==> src/rtl/mandelbrot_pkg.sv <==
// Shared constants for the Mandelbrot framebuffer writer.
// FSM encoding and default frame/timeout sizes.
package mandelbrot_pkg;

    localparam int PIX_W           = 4;
    localparam int DEF_NUM_PIXELS  = 76800;
    localparam int DEF_ACK_TIMEOUT = 255;
    localparam int DEF_EXIT_CYCLES = 4;

    localparam logic [2:0] S_IDLE     = 3'd0;
    localparam logic [2:0] S_ENTER    = 3'd1;
    localparam logic [2:0] S_WAIT_PIX = 3'd2;
    localparam logic [2:0] S_STROBE   = 3'd3;
    localparam logic [2:0] S_ACK      = 3'd4;
    localparam logic [2:0] S_EXIT     = 3'd5;
    localparam logic [2:0] S_DONE     = 3'd6;
    localparam logic [2:0] S_ERROR    = 3'd7;

endpackage

==> src/rtl/mandelbrot_fb_writer_if.sv <==
// Control, pixel stream and framebuffer signals of the writer.
// master = writer side, slave = environment side.
interface mandelbrot_fb_writer_if;
    import mandelbrot_pkg::*;

    logic             start;
    logic             pix_valid;
    logic [PIX_W-1:0] pix_data;
    logic             pix_ready;
    logic             write_mode;
    logic             reset_write_ptr;
    logic [PIX_W-1:0] write_data_in;
    logic             write_data;
    logic             wrote_data;
    logic             busy;
    logic             done;
    logic             error;

    modport master (
        input  start, pix_valid, pix_data, wrote_data,
        output pix_ready, write_mode, reset_write_ptr,
        output write_data_in, write_data, busy, done, error
    );

    modport slave (
        output start, pix_valid, pix_data, wrote_data,
        input  pix_ready, write_mode, reset_write_ptr,
        input  write_data_in, write_data, busy, done, error
    );

endinterface

==> src/rtl/mandelbrot_fb_writer_timer.sv <==
// Acknowledge watchdog: counts enabled cycles, cleared on state change.
// expired flags the last allowed cycle so the FSM leaves on the next edge.
module fb_ack_timer
    import mandelbrot_pkg::*;
#(
    parameter int TIMEOUT = DEF_ACK_TIMEOUT
) (
    input  logic clk,
    input  logic rst_n,
    input  logic enable,
    input  logic clear,
    output logic expired
);

    localparam int W = $clog2(TIMEOUT + 1);
    localparam logic [W-1:0] LAST = W'(TIMEOUT - 1);

    logic [W-1:0] cnt;

    assign expired = enable && (cnt == LAST);

    always_ff @(posedge clk or negedge rst_n) begin
        if (!rst_n) begin
            cnt <= '0;
        end else if (clear) begin
            cnt <= '0;
        end else if (enable && cnt != LAST) begin
            cnt <= cnt + W'(1);
        end
    end

endmodule

==> src/rtl/mandelbrot_fb_writer.sv <==
// Streams one frame of pixels into the framebuffer with per-pixel ack.
// Outputs are registered from the next state so they align with state.
module mandelbrot_fb_writer
    import mandelbrot_pkg::*;
#(
    parameter int NUM_PIXELS  = DEF_NUM_PIXELS,
    parameter int ACK_TIMEOUT = DEF_ACK_TIMEOUT,
    parameter int EXIT_CYCLES = DEF_EXIT_CYCLES
) (
    input logic clk,
    input logic rst_n,
    mandelbrot_fb_writer_if.master bus
);

    localparam int CW = $clog2(NUM_PIXELS + 1);
    localparam int EW = $clog2(EXIT_CYCLES + 1);
    localparam logic [CW-1:0] LAST_PIX  = CW'(NUM_PIXELS - 1);
    localparam logic [EW-1:0] LAST_EXIT = EW'(EXIT_CYCLES - 1);

    logic [2:0]    state;
    logic [2:0]    state_nx;
    logic [CW-1:0] pix_cnt;
    logic [EW-1:0] exit_cnt;
    logic          expired;
    logic          tmr_en;
    logic          tmr_clr;
    logic          hs;
    logic          rearm;
    logic          acked;

    assign hs     = bus.pix_valid && bus.pix_ready;
    assign acked  = (state == S_ACK) && bus.wrote_data;
    assign rearm  = bus.start && (state == S_IDLE ||
                    state == S_DONE || state == S_ERROR);
    assign tmr_en  = (state == S_ENTER) || (state == S_ACK);
    assign tmr_clr = (state_nx != state);

    fb_ack_timer #(.TIMEOUT(ACK_TIMEOUT)) u_timer (
        .clk     (clk),
        .rst_n   (rst_n),
        .enable  (tmr_en),
        .clear   (tmr_clr),
        .expired (expired)
    );

    always_comb begin
        state_nx = state;
        unique case (state)
            S_IDLE:     if (bus.start) state_nx = S_ENTER;
            S_ENTER: begin
                if (bus.wrote_data) state_nx = S_WAIT_PIX;
                else if (expired)   state_nx = S_ERROR;
            end
            S_WAIT_PIX: if (hs) state_nx = S_STROBE;
            S_STROBE:   state_nx = S_ACK;
            S_ACK: begin
                if (bus.wrote_data)
                    state_nx = (pix_cnt == LAST_PIX) ? S_EXIT : S_WAIT_PIX;
                else if (expired)
                    state_nx = S_ERROR;
            end
            S_EXIT:     if (exit_cnt == LAST_EXIT) state_nx = S_DONE;
            S_DONE:     state_nx = bus.start ? S_ENTER : S_IDLE;
            S_ERROR:    if (bus.start) state_nx = S_ENTER;
            default:    state_nx = S_IDLE;
        endcase
    end

    always_ff @(posedge clk or negedge rst_n) begin
        if (!rst_n) begin
            state               <= S_IDLE;
            pix_cnt             <= '0;
            exit_cnt            <= '0;
            bus.write_mode      <= 1'b0;
            bus.reset_write_ptr <= 1'b0;
            bus.write_data      <= 1'b0;
            bus.write_data_in   <= '0;
            bus.pix_ready       <= 1'b0;
            bus.busy            <= 1'b0;
            bus.done            <= 1'b0;
            bus.error           <= 1'b0;
        end else begin
            state <= state_nx;
            if (rearm)      pix_cnt <= '0;
            else if (acked) pix_cnt <= pix_cnt + CW'(1);
            exit_cnt <= (state == S_EXIT) ? exit_cnt + EW'(1) : '0;
            if (state == S_WAIT_PIX && hs)
                bus.write_data_in <= bus.pix_data;
            bus.write_mode <= (state_nx == S_ENTER) ||
                              (state_nx == S_WAIT_PIX) ||
                              (state_nx == S_STROBE) ||
                              (state_nx == S_ACK);
            bus.reset_write_ptr <= (state_nx == S_ENTER);
            bus.write_data      <= (state_nx == S_STROBE);
            bus.pix_ready       <= (state_nx == S_WAIT_PIX);
            bus.busy  <= !(state_nx == S_IDLE || state_nx == S_DONE ||
                           state_nx == S_ERROR);
            bus.done  <= (state_nx == S_DONE);
            // ERROR is only left through start, so this is sticky until then
            bus.error <= (state_nx == S_ERROR);
        end
    end

endmodule

==> src/flat_wrapper.sv <==
// flat-port wrapper written by rule: the top's interface ports become plain ports
module mandelbrot_fb_writer_flat import mandelbrot_pkg::*;
#(
    parameter int NUM_PIXELS  = DEF_NUM_PIXELS,
    parameter int ACK_TIMEOUT = DEF_ACK_TIMEOUT,
    parameter int EXIT_CYCLES = DEF_EXIT_CYCLES
)
  (clk, rst_n, bus_start, bus_pix_valid, bus_pix_data, bus_wrote_data, bus_pix_ready, bus_write_mode, bus_reset_write_ptr, bus_write_data_in, bus_write_data, bus_busy, bus_done, bus_error);
  mandelbrot_fb_writer_if bus_i ();
  input logic clk;
  input logic rst_n;
  input wire logic [$bits(bus_i.start)-1:0] bus_start;
  input wire logic [$bits(bus_i.pix_valid)-1:0] bus_pix_valid;
  input wire logic [$bits(bus_i.pix_data)-1:0] bus_pix_data;
  input wire logic [$bits(bus_i.wrote_data)-1:0] bus_wrote_data;
  output wire logic [$bits(bus_i.pix_ready)-1:0] bus_pix_ready;
  output wire logic [$bits(bus_i.write_mode)-1:0] bus_write_mode;
  output wire logic [$bits(bus_i.reset_write_ptr)-1:0] bus_reset_write_ptr;
  output wire logic [$bits(bus_i.write_data_in)-1:0] bus_write_data_in;
  output wire logic [$bits(bus_i.write_data)-1:0] bus_write_data;
  output wire logic [$bits(bus_i.busy)-1:0] bus_busy;
  output wire logic [$bits(bus_i.done)-1:0] bus_done;
  output wire logic [$bits(bus_i.error)-1:0] bus_error;
  assign bus_i.start = bus_start;
  assign bus_i.pix_valid = bus_pix_valid;
  assign bus_i.pix_data = bus_pix_data;
  assign bus_i.wrote_data = bus_wrote_data;
  assign bus_pix_ready = bus_i.pix_ready;
  assign bus_write_mode = bus_i.write_mode;
  assign bus_reset_write_ptr = bus_i.reset_write_ptr;
  assign bus_write_data_in = bus_i.write_data_in;
  assign bus_write_data = bus_i.write_data;
  assign bus_busy = bus_i.busy;
  assign bus_done = bus_i.done;
  assign bus_error = bus_i.error;
  mandelbrot_fb_writer #(.NUM_PIXELS(NUM_PIXELS), .ACK_TIMEOUT(ACK_TIMEOUT), .EXIT_CYCLES(EXIT_CYCLES)) u_core (.clk(clk), .rst_n(rst_n), .bus(bus_i));
endmodule
==> config.mk <==
export PLATFORM = sky130hd
export DESIGN_NAME = mandelbrot_fb_writer_flat
export DESIGN_NICKNAME = d
export VERILOG_FILES = /design/src/rtl/mandelbrot_pkg.sv /design/src/rtl/mandelbrot_fb_writer_if.sv /design/src/rtl/mandelbrot_fb_writer_timer.sv /design/src/rtl/mandelbrot_fb_writer.sv /design/src/flat_wrapper.sv
export SDC_FILE = /design/constraint.sdc
export NUM_CORES = 1
export LEC_CHECK = 0
export BUFFER_PORTS_ARGS = -buffer_cell sky130_fd_sc_hd__buf_4
export CORE_ASPECT_RATIO = 0.8
export CORE_UTILIZATION = 63
export CTS_CLUSTER_SIZE = 30
export DETAILED_ROUTE_END_ITERATION = 10
export GPL_TIMING_DRIVEN = 0
export PLACE_DENSITY = 0.83
export SLEW_MARGIN = 20
export SYNTH_ARGS = -nofsm -noshare
export SYNTH_HDL_FRONTEND = slang
export SYNTH_HIERARCHICAL = 1
export SYNTH_SLANG_ARGS = --single-unit
==> constraint.sdc <==
create_clock -name clk -period 6.55 [get_ports clk]
set_clock_uncertainty 0.2 [all_clocks]
set_input_delay 0 -clock clk [delete_from_list [all_inputs] [get_ports clk]]
set_output_delay 0 -clock clk [all_outputs]
set_load 0.03 [all_outputs]
==> After elaboration in Yosys (flattened, before gate mapping) <==
Index checks and enable logic that the tools add are counted.
{ "word_totals": {"reg_bits": 42, "word_cells": 67} }
{ "classes": {"n_addsub": 3, "n_eq_ne": 18, "n_mux": 14, "reduce_logical": 20} }
{ "op_table": {"columns": ["cell", "count"], "rows": [
  ["two-way mux 17 bit", 2],
  ["two-way mux 3 bit", 8],
  ["equality test 3 bit, second input constant", 7],
  ["one-hot mux 3 bit (7 select lines)", 1],
  ["adder 17 x 1 -> 17 bit, second input constant", 1],
  ["equality test 17 bit, second input constant", 1],
  ["two-way mux 8 bit", 2],
  ["equality test 3 x 2 -> 1 bit, second input constant", 5],
  ["adder 8 x 1 -> 8 bit, second input constant", 1],
  ["equality test 8 bit, second input constant", 1],
  ["logical OR 1 bit", 8],
  ["!= test 8 bit, second input constant", 1],
  ["equality test 3 x 1 -> 1 bit, second input constant", 2],
  ["logical AND 1 bit", 6],
  ["logical NOT 3 bit", 2],
  ["nonzero test 2 bit", 2],
  ["adder 3 x 1 -> 3 bit, second input constant", 1],
  ["!= test 3 bit", 1],
  ["OR reduction 2 bit", 1],
  ["logical NOT 1 bit", 1],
  ["two-way mux 1 bit", 1]
]} }

==> Depth between registers and ports, before layout <==
Gate-level depths: netlist of run 1.
{ "logic_depth": {"word_depth": 10, "depth_mapped": 14, "ltp_nobuf": 12} }

==> Hierarchy <==
The synthesis of run 1 kept the hierarchy.
{ "modules_own_cells": {"columns": ["module", "instances", "cells_each", "area_per_inst_um2"], "rows": [
  ["mandelbrot_fb_writer", 1, 171, 1705.4],
  ["fb_ack_timer", 1, 54, 553.0]
]} }

==> Worst setup path after synthesis of run 1 <==
Ideal clock, no wire load.
{ "synth_path": {"kind": "flip-flop to flip-flop", "startpoint": "register u_core.state[0]", "endpoint": "register u_core.u_timer.cnt[0]", "setup_ps": 125, "arrival_ps": 2614, "required_time_ps": 6225, "setup_slack_ps": 3611, "path_stages_with_launch": 14, "synth_period_minus_slack_ps": 2939, "path_cell_list": "dfrtp_1 > clkbuf_1 > xnor2_1 > nor2_1 > buf_2 > and3_1 > o211ai_1 > a31oi_1 > o32a_1 > a211oi_1 > a21oi_1 > clkbuf_1 > nor2_1 > mux2_4"} }
{ "synth_via": {"elab_chain_len": 8, "word_cells_on_any_way": 22, "classes_between": "8 x eq/ne; 8 x mux; 6 x reduce/logical"} }
{ "synth_lines": {"columns": ["element", "line", "text"], "rows": [
  ["start: declaration", "mandelbrot_fb_writer.sv:20", "logic [2:0] state;"],
  ["start signal: assignment", "mandelbrot_fb_writer.sv:83", "state <= state_nx;"],
  ["equality test 3 x 1 -> 1 bit or equality test 3 bit (tied branches)", "mandelbrot_fb_writer.sv:35", "assign tmr_en = (state == S_ENTER) || (state == S_ACK);"],
  ["logical OR 1 bit *", "mandelbrot_fb_writer.sv:35", null],
  ["named net u_core.tmr_en", "mandelbrot_fb_writer.sv:25", "logic tmr_en;"],
  ["logical AND 1 bit *", "mandelbrot_fb_writer_timer.sv:20", "assign expired = enable && (cnt == LAST);"],
  ["named net u_core.expired", "mandelbrot_fb_writer.sv:24", "logic expired;"],
  ["two-way mux 3 bit *", "mandelbrot_fb_writer.sv:52, mandelbrot_fb_writer.sv:59", null],
  ["two-way mux 3 bit (on tied branches)", "mandelbrot_fb_writer.sv:57, mandelbrot_fb_writer.sv:51", null],
  ["one-hot mux 3 bit (7 select lines) *", "mandelbrot_fb_writer.sv:48", "unique case (state)"],
  ["named net u_core.state_nx[1]", "mandelbrot_fb_writer.sv:21", "logic [2:0] state_nx;"],
  ["!= test 3 bit *", "mandelbrot_fb_writer.sv:36", "assign tmr_clr = (state_nx != state);"],
  ["named net u_core.tmr_clr", "mandelbrot_fb_writer.sv:26", "logic tmr_clr;"],
  ["two-way mux 8 bit or nonzero test 2 bit (tied branches)", null, null],
  ["end signal: assignment", "mandelbrot_fb_writer_timer.sv:28", "cnt <= cnt + W'(1);"],
  ["end: declaration", "mandelbrot_fb_writer_timer.sv:18", "logic [W-1:0] cnt;"]
]} }
Mark *: on every way through the listed nets, which the timed path passes. The rest lies on a longest branch.
A chain may end at the register's enable or synchronous reset.

==> Worst setup path after layout of run 1 <==
Ends and elaborated chain as after synthesis.

==> run summary, run 1 <==
The tools report the synthesis warning total as 6. Relative to the synthesized area, the layout overhead comes to 16.45%. The cell count after synthesis came out at 225. The destination of the worst register-to-register timing path was u_core/u_timer/cnt[0]. After Yosys synthesis, full adders, half adders and majority gates account for 2.770% of the synthesized area. Sequential cells were found to cover 46.54% of the synthesized design area.

In this run, post-CTS repair resized a total of 0 instances. The count of cells along the worst register-to-register path works out to 13. The largest single stage delay on the critical path is 460 ps. The die outline width came out at 68.94 um.

The number of synthesized flops with an enable pin was 0; the static power due to leakage was 1.210 nW. Of the total synthesized cell area, the portion taken by AND, OR, NAND and NOR gates is 21.83%. The repair_antennas step left the layout with diodes totalling 0. For the violation count after the first detailed-route iteration, the log shows 118. The via density per instance came out at 5.874.

The logs give 65.97% for the effective utilization at floorplan and 238 for the filler cell count. After detailed routing, the number of remaining DRC violations is 0. The proportion of layout cells with a drive suffix above 1 is 18.53%, and the worst-case vdd ir drop is 0.3165 mV. The run gives 20 as the I/O pin count. The launching point of the worst reg2reg path was u_core/state[0].

TritonCTS built the clock tree. The compound-gate portion of the synthesized area came out at 13.13%. Setup repair after global routing left no endpoint under its margin. The shortest period the worst path allows is 3622 ps, and the final standard cell utilization of the core is 76.83%. The setup check on the worst reg-to-reg path leaves a slack of 2930 ps. The signal on the critical path passes through clkbuf_1, xnor2_1, nor2_1, buf_2, and3_1, o211ai_1, a31oi_1, o32a_1, a211oi_1, a21oi_1, clkbuf_1, nor2_1, mux2_4. The placeable core region came out at 3423 um2. The flow ran to the end, and the final reports show no timing, DRC or antenna violations.

Summing the areas of all xor and xnor instances in the mapped netlist gives 5.817% of the synthesized area. The maximum buffer depth of the clock tree is 2, and the chip height is 55.55 um. For the worst-skew pair, the clock arrives at the later sink with an insertion delay of 290 ps. The run gives 2 as the number of H-tree levels. Counting flops with an async set or reset pin after synthesis yields a share of 100.0%. The half-perimeter wire length after placement was 3171 um; the multiplexer area fraction after synthesis was 5.983%. STA classifies the critical path endpoint as a register. The detailed router placed 1768 vias in this run. Largest family of logic cells by synthesized area: simple AND/OR/NAND/NOR gates.

Buffers added to address setup during post-CTS repair amount to 0. For the final routed database, the setup TNS stands at 0 ps. Dividing the synthesized area by the synthesized cell count gives 10.04 um2.

The area of the die was 3830 um2; the cell area after technology mapping was 2258 um2. Counting every net in the synthesized netlist gives 239. The run gives 51 as the number of distinct library cells after synthesis. In this run the worst hold path is classified as input port to asynchronous set/reset pin. The run gives 0 as the final-report max-slew violation count. The run gives 0 as the total count of hold-check failures in the final report. The remaining global-route overflow is 0.

The slowest stage of the critical path belongs to the cell dfrtp_1. In this run the core area contains 19 standard-cell rows. The length of the first detailed-routing pass in iterations is 4, and the final weighted congestion of routability-driven global placement is 0.9379. Via count of the first global-routing pass: 1652. The data required time of the worst path was 6520 ps. After the last flow step, the layout net total stands at 272.

Derived from the worst setup path, the maximum achievable clock frequency is 276.1 MHz. The worst path arrival time was 3590 ps. The kind of critical path was register to register. The remaining antenna violation count is 0. The power density over the cells is 365.8 nW/um2.

In the synthesized netlist the dominant register cell turns out to be dfrtp_1. Max-cap violations in this run came to 0. The run gives 42 as the number of clock sinks.

The hold-fix buffer count after cts was 7; the biggest fanout along the worst timing path was 10. The cell sitting at the root of the clock tree is a clkbuf_8. For the final wirelength, the log shows 4595 um. The total routing resource utilization after global routing is 26.60%. The number of synthesized register bits was 42.

In this run the tool buffered the top-level ports with 19 buffer cells. The run gives 0 as the number of antenna violations at the first check in global routing. After clock tree synthesis, the clock-pin slew on the worst setup and hold paths is 80 ps. The worst setup path is launched from a register. The portion of the clock cycle consumed by the worst path in the final layout was 55.30%. In this run, CTS created clock tree buffers numbering 5. Measured against its own limit, the worst slew margin works out to 65.01%. The wire length per cell is 15.27 um, and the maximum number of pins on one net before global-route repair is 43. For the pin with the worst max-slew slack, the measured transition is 524.9 ps. Setup violations remaining at the end of the flow were counted as 0. The first global-routing pass estimated 7541 um of wire.
-- state kept, by name, indices dropped and copies added (netlist names) --
| register | count |
|---|---|
| u_core/u_timer/cnt | 8 |
| u_core/bus.write_mode | 1 |
| u_core/bus.pix_ready | 1 |
| u_core/bus.write_data | 1 |
| u_core/bus.error | 1 |
| u_core/state | 3 |
| u_core/pix_cnt | 17 |
| u_core/bus.reset_write_ptr | 1 |
| u_core/bus.busy | 1 |
| u_core/exit_cnt | 3 |
| u_core/bus.write_data_in | 4 |
| u_core/bus.done | 1 |
-- report_power, final --
group	switching [mW]	internal, mW	leakage, nW
combinational	0.265	0.165	0.589
clock	0.0842	0.114	0.0524
sequential	0.0327	0.301	0.568
-- Yosys cell counts (4+ instances only) --
| cell | count | area share [%] |
|---|---|---|
| nor2_1 | 26 | 4.3 |
| xor2_1 | 6 | 2.3 |
| ha_1 | 5 | 2.8 |
| nand2_1 | 13 | 2.2 |
| and2_1 | 4 | 1.1 |
| clkbuf_1 | 6 | 1.0 |
| and3_1 | 13 | 3.6 |
| mux2_2 | 4 | 2.0 |
| xnor2_1 | 9 | 3.5 |
| nor2b_1 | 8 | 2.2 |
| inv_1 | 6 | 1.0 |
| dfrtp_1 | 42 | 47 |
| a21oi_1 | 7 | 1.6 |
| nand3_1 | 7 | 1.6 |
| or3_1 | 6 | 1.7 |
| o21ai_0 | 8 | 1.8 |
| mux2_4 | 4 | 2.7 |
-- cell families after synthesis --
| kind of cell | after synthesis |
|---|---|
| simple gates | 92 |
| mux | 11 |
| compound gates | 41 |
| buf+inv | 19 |
| flops | 42 |
| fa+ha+maj | 5 |
| xor+xnor | 15 |
-- per-stage QoR --
step / cell area, um2 / std cells / total power [mW] / hold slack (ps) / setup WS (ps)
2_1_floorplan: 2258 / 225 / 0.6400 / -495.6 / 3611
3_3_place_gp: 2454 / 286 / 0.7436 / -193.1 / 3115
5_1_grt: 2630 / 301 / 1.024 / 96.37 / 2620
3_5_place_dp: 2454 / 286 / 0.7560 / -188.1 / 3071
4_1_cts: 2630 / 301 / 0.9618 / 34.15 / 2982
6_report: 2630 / 301 / 0.9621 / 40.16 / 2928
-- cells in the final DEF (no fill, tap or decap), types with 2 or more instances in the layout --
cell,instances
dfrtp_1,42
nor2b_1,8
dlygate4sd3_1,7
xnor2_1,9
ha_1,5
a21oi_1,7
buf_4,19
xor2_1,6
clkbuf_1,8
mux2i_1,3
inv_1,6
and2_1,4
nor3_1,3
buf_6,2
mux2_4,4
nand2_1,13
nand4_1,3
a21boi_0,3
or3_1,6
nand3_1,7
inv_2,2
o21ai_0,8
mux2_2,4
a31oi_1,3
and3_1,13
a211oi_1,3
buf_2,2
a21oi_2,3
nor2_1,26
clkbuf_8,5
-- routing by layer --
| metal | GRT usage (%) | vias up | wire length, um |
|---|---|---|---|
| met4 | 7.289 | 0 | 38 |
| met3 | 5.992 | 5 | 151 |
| met2 | 41.33 | 28 | 2265 |
| li1 | - | 858 | - |
| met5 | 0 | - | 0 |
| met1 | 37.12 | 877 | 2140 |
-- final cells by class --
cell class	instances	area [um2]	share of cell area [%]
tap	42	52.55	1.998
timing repair buffer	26	212.7	8.088
clock inverter	1	30.03	1.142
clock buffer	7	76.32	2.902
buffer	11	58.81	2.236
inverter	8	30.03	1.142
sequential	42	1051	39.96
multi-input combinational	164	1119	42.53
-- worst max path at each step --
stage | startpoint | endpoint | depth (start not counted) | slack [ps]
after floorplan | u_core/state[0] | u_core/u_timer/cnt[0] | 13 | 3610
after global placement | u_core/state[0] | u_core/u_timer/cnt[0] | 13 | 3120
after detailed placement | u_core/state[0] | u_core/u_timer/cnt[0] | 13 | 3070
after CTS | u_core/state[0] | u_core/u_timer/cnt[0] | 13 | 2980
after global routing | u_core/state[0] | u_core/u_timer/cnt[5] | 14 | 2620
final | u_core/state[0] | u_core/u_timer/cnt[0] | 13 | 2930
-- critical path, delay by kind of cell (launching register included) --
family	cells	cell delay, ps
and+or+nand+nor	3	440
buffers and inverters	3	1000
xor gates and xnor gates	1	120
muxes	1	290
AOI/OAI and AO/OA	5	990
DFF	1	460
(Power assumes the default switching activity.)
==> inputs of run 2 (changes only) <==
--- a/config.mk
+++ b/config.mk
@@ -5,13 +5,14 @@
 export SDC_FILE = /design/constraint.sdc
 export NUM_CORES = 1
 export LEC_CHECK = 0
+export ABC_AREA = 1
 export BUFFER_PORTS_ARGS = -buffer_cell sky130_fd_sc_hd__buf_4
 export CORE_ASPECT_RATIO = 0.8
-export CORE_UTILIZATION = 63
+export CORE_UTILIZATION = 59
 export CTS_CLUSTER_SIZE = 30
 export DETAILED_ROUTE_END_ITERATION = 10
 export GPL_TIMING_DRIVEN = 0
-export PLACE_DENSITY = 0.83
+export PLACE_DENSITY = 0.78
 export SLEW_MARGIN = 20
 export SYNTH_ARGS = -nofsm -noshare
 export SYNTH_HDL_FRONTEND = slang
==> constraint.sdc (replaced) <==
create_clock -name clk -period 3.8 [get_ports clk]
set_clock_uncertainty 0.2 [all_clocks]
set_input_delay 0 -clock clk [delete_from_list [all_inputs] [get_ports clk]]
set_output_delay 0 -clock clk [all_outputs]
set_load 0.03 [all_outputs]
==> run 2 against run 1 <==
  * Critical path depth rose by 6
  * Count of clock-buffer cells in the layout fell by 2
  * Largest power group unchanged
  * Via count rose by 20%
  * Maximum frequency rose by 22%
  * Area after synthesis rose by 9.3%
  * Register-to-register slack got worse by 2100 ps
  * Critical endpoint is now u_core/u_timer/cnt[3]
  * Core utilization fell by 1.5 points
  * Wire length rose by 17%
  * Sequential share of layout area fell by 4.2 points
  * Highest routed layer unchanged
  * Critical path type unchanged
  * Hold slack got worse by 24 ps
==> run summary, run 2 <==
Entering global routing, the biggest net connects 43 pins. The final number of setup-violating endpoints came out at 0. Sorting the synthesized cells by area gives the leading types as dfrtp_1 43%, nand2_1 13%, nor2_1 5.5%.

The cell occurring most often along the worst timing path is nand2_1. Registers are responsible for 30.3% of the overall power. The routed design has 5384 um of wire. Max-cap violations in this run came to 0. For the worst path arrival time, the log shows 2950 ps.

In this run the number of cells on the critical path is 19. Of all nets on the critical path, the largest fanout is 8. The analysis attributes to net switching a power of 0.9169 mW. The cell at the slowest stage of the critical path was dfrtp_1.

Once detail routing completed, the nets flagged for antenna violations numbered 0. The number of synthesized flops with an enable pin is 0. nand2_1 is the most common cell in the netlist. Leaving out fill and tap cells, the most frequent cell in the layout is nand2_1. Clock tree synthesis selected as its root buffer the cell clkbuf_8.

The sequential area share after synthesis was 42.60%; the violation count after the first detailed-route iteration was 151. Cell internal power was estimated by the tool at 1.135 mW. The data required time of the worst path was 3780 ps. The later pin in the worst-skew pair is clocked with a latency of 300 ps.

The destination of the worst register-to-register timing path was u_core/u_timer/cnt[3]. Walking the worst path, the cells encountered are inv_2, nor2_2, nand2_1, nand2_1, inv_1, nor2_1, nor2_1, nor2_1, nand2_1, nand2_1, nand2_4, inv_2, nand2_1, nand3_1, inv_4, nand2_4, clkinv_4, nand2_1, nand2_1. Of the available clock period, the critical path in the final layout requires 78.04%. The length of the first detailed-routing pass in iterations is 5. The worst setup path is launched from a register. The via density per instance was 5.211. The number of synthesized register bits is 42. The worst pin sits at a relative slew slack of 65.39%. The post-synthesis net count came out at 327. For this design the top-level I/O count stands at 20. The average instance in the mapped netlist occupies 7.883 um2. The number of antenna violations at the first check in global routing was 0; the chip height was 59.84 um. The flip-flop count of the largest register after layout was 17; the cell count after synthesis was 313. The number of buffer cells added on primary ports was 18; the via count of the first global-routing pass was 1938. Row count: 20.

Ranked by instance count, the synthesized netlist is headed by 88 x nand2_1, 42 x dfrtp_1, 36 x nor2_1. The startpoint identified for the worst register-to-register timing path is u_core/state[0]. u_core/pix_cnt holds more flip-flops than any other register.

Via count: 2121. The largest registers in the layout are u_core/pix_cnt (17), u_core/u_timer/cnt (8), u_core/bus.write_data_in (4). The top achievable clock speed came out at 337.2 MHz.

The critical path buffer and inverter count was 5. Setup repair after global routing left no endpoint under its margin. The number of cells on the worst reg-to-reg path is 19. The kind of path behind the tightest hold check was input port to asynchronous set/reset pin.

The analysis attributes to cell leakage a power of 1.410 nW. For the number of clock sinks, the log shows 42. The logs give 8887 um for the first-pass GRT wire length and 2 for the number of H-tree levels.

The tools report the register-to-register path setup slack as 830 ps. At the placement stage, the worst setup path has a slack of 916.9 ps. In this run the power density over the cells is 698.1 nW/um2. The final routed DRC violation total is 0. Remaining global-route overflow: 0.

The die covers 4446 um2. The wire length per cell was 13.23 um. The library cells used most frequently in the layout, excluding fill and tap cells, are 88 x nand2_1, 42 x dfrtp_1, 36 x nor2_1, 26 x inv_1, 21 x nand3_1.

TritonCTS built the clock tree. The placeable core region is 3904 um2. Maximum buffer depth of the clock tree: 2. The tools report the category of the worst setup path capture point as a register. At the end of routability-driven placement, the weighted congestion stood at 0.9028. Tracing the worst setup path back leads to its startpoint at u_core/state[0]. Once the clock tree was built, the setup fixing pass inserted 0 buffers. The post-route worst setup slack came out at 834.5 ps. On the worst path, the slowest cell contributes a delay of 480 ps. The number of clock buffers added by TritonCTS is 5.

Of the total power, the clock network draws 20.7%. The worst-case IR drop observed on VDD is 0.4578 mV. The repair_antennas step left the layout with diodes totalling 0.

The wire-length estimate of the detail-placed layout is 3723 um. The final total negative setup slack came out at 0 ps. Relative to the synthesized area, the layout overhead comes to 19.12%.

The net count of the finished layout is 365. The number of gates resized after CTS was 0. The tools report the cell area after technology mapping as 2467 um2. Switching share of power: 44.69%. The clock transition time at the flip-flop clock pins of the worst setup and hold paths was 90 ps; the area share of the largest cell type after synthesis was 42.60%. The final-report max-slew violation count was 0. Minimum hold slack: 15.92 ps. The library cell occupying the most area in the post-synthesis netlist was dfrtp_1. The synthesis warning total was 6.

The shortest period the worst path allows came out at 2966 ps. The flow ran to the end, and the final reports show no timing, DRC or antenna violations. The run gives 0 as the total count of hold-check failures in the final report. Of the total power, combinational logic draws 49.0%. The worst setup path is of the register to register kind.

Once the floorplan was initialized, standard cells occupied 63.21% of the core. The most used flip-flop cell after synthesis is dfrtp_1. On the critical path the largest part of the delay comes from simple AND/OR/NAND/NOR gates.

The tools report the number of distinct library cells after synthesis as 33. From left edge to right edge, the die measures 74.30 um. Global routing used 27.28% of the available tracks. The transition time at the pin with the least slew margin was 519.2 ps. The destination of the critical timing path was u_core/u_timer/cnt[3].

Cells with a size suffix above 1 make up 20.74% of the layout. After synthesis, the share of flip-flops with an asynchronous set or reset is 100.0%.
run 2: cell types whose count changed after synthesis, moves of 8 or more:
cell	previous run	this run
nand2_1	13	88
inv_1	6	26
nand3_1	7	21
and3_1	13	0
nand2_2	0	12
nor2_1	26	36
xnor2_1	9	0
nor2b_1	8	0
nor3_1	3	11
o21ai_1	0	8
run 2: worst min path at each step:
stage               startpoint          endpoint  cells after the start
floorplan                rst_n   u_core/bus.busy                      0
global placement         rst_n  u_core/bus.error                      1
detailed placement       rst_n  u_core/bus.error                      1
CTS                      rst_n   u_core/state[1]                      2
global route             rst_n   u_core/state[1]                      2
finish                   rst_n   u_core/state[1]                      2
run 2: metrics by stage:
step	instances	util, %	area [um2]	power [mW]
floorplan	313	-	2467	1.360
global placement	386	68.43	2671	1.575
detailed placement	386	68.43	2671	1.590
CTS	407	75.29	2939	2.058
global route	407	75.29	2939	2.191
finish	407	75.29	2939	2.052
run 2: timing repair:
action	4_1_cts	5_1_grt
hold buffers	13	0
endpoints found under the hold margin	64	0
setup endpoints to repair	0	0
run 2: area by class of cell:
class / count / area [um2]
Buffer: 2 / 22.52
Clock buffer: 5 / 68.82
Clock inverter: 3 / 68.82
Fill cell: 284 / 964.7
Inverter: 36 / 142.6
Multi-Input combinational cell: 233 / 1251
Sequential cell: 42 / 1051
Tap cell: 55 / 68.82
Timing Repair Buffer: 31 / 265.3
run 2: power groups by stage:
stage / clock network [mW] / logic, mW / registers [mW]
global placement: 0 / 0.952 / 0.623
global route: 0.447 / 1.11 / 0.633
floorplan: 0 / 0.684 / 0.676
finish: 0.426 / 1.00 / 0.622
detailed placement: 0 / 0.967 / 0.623
CTS: 0.437 / 1.00 / 0.619
run 2: cells by family (layout without fill, tap and decap cells):
logic type                 count (synthesis)  in the layout  share of synthesized area [%]
and+or+nand+nor                          195            195                          38.69
DFF                                       42             42                          42.60
AOI/OAI and AO/OA                         24             24                          6.288
buffers and inverters                     38             77                          6.694
adders and majority gates                  5              5                          2.535
xor gates and xnor gates                   9              9                          3.195
run 2: per-layer routing:
layer / part of all wire [%] / global-route usage (%)
met2: 43 / 41.30
met3: 5.2 / 5.734
met5: 0 / 0
met1: 49 / 36.94
met4: 2.8 / 14.29
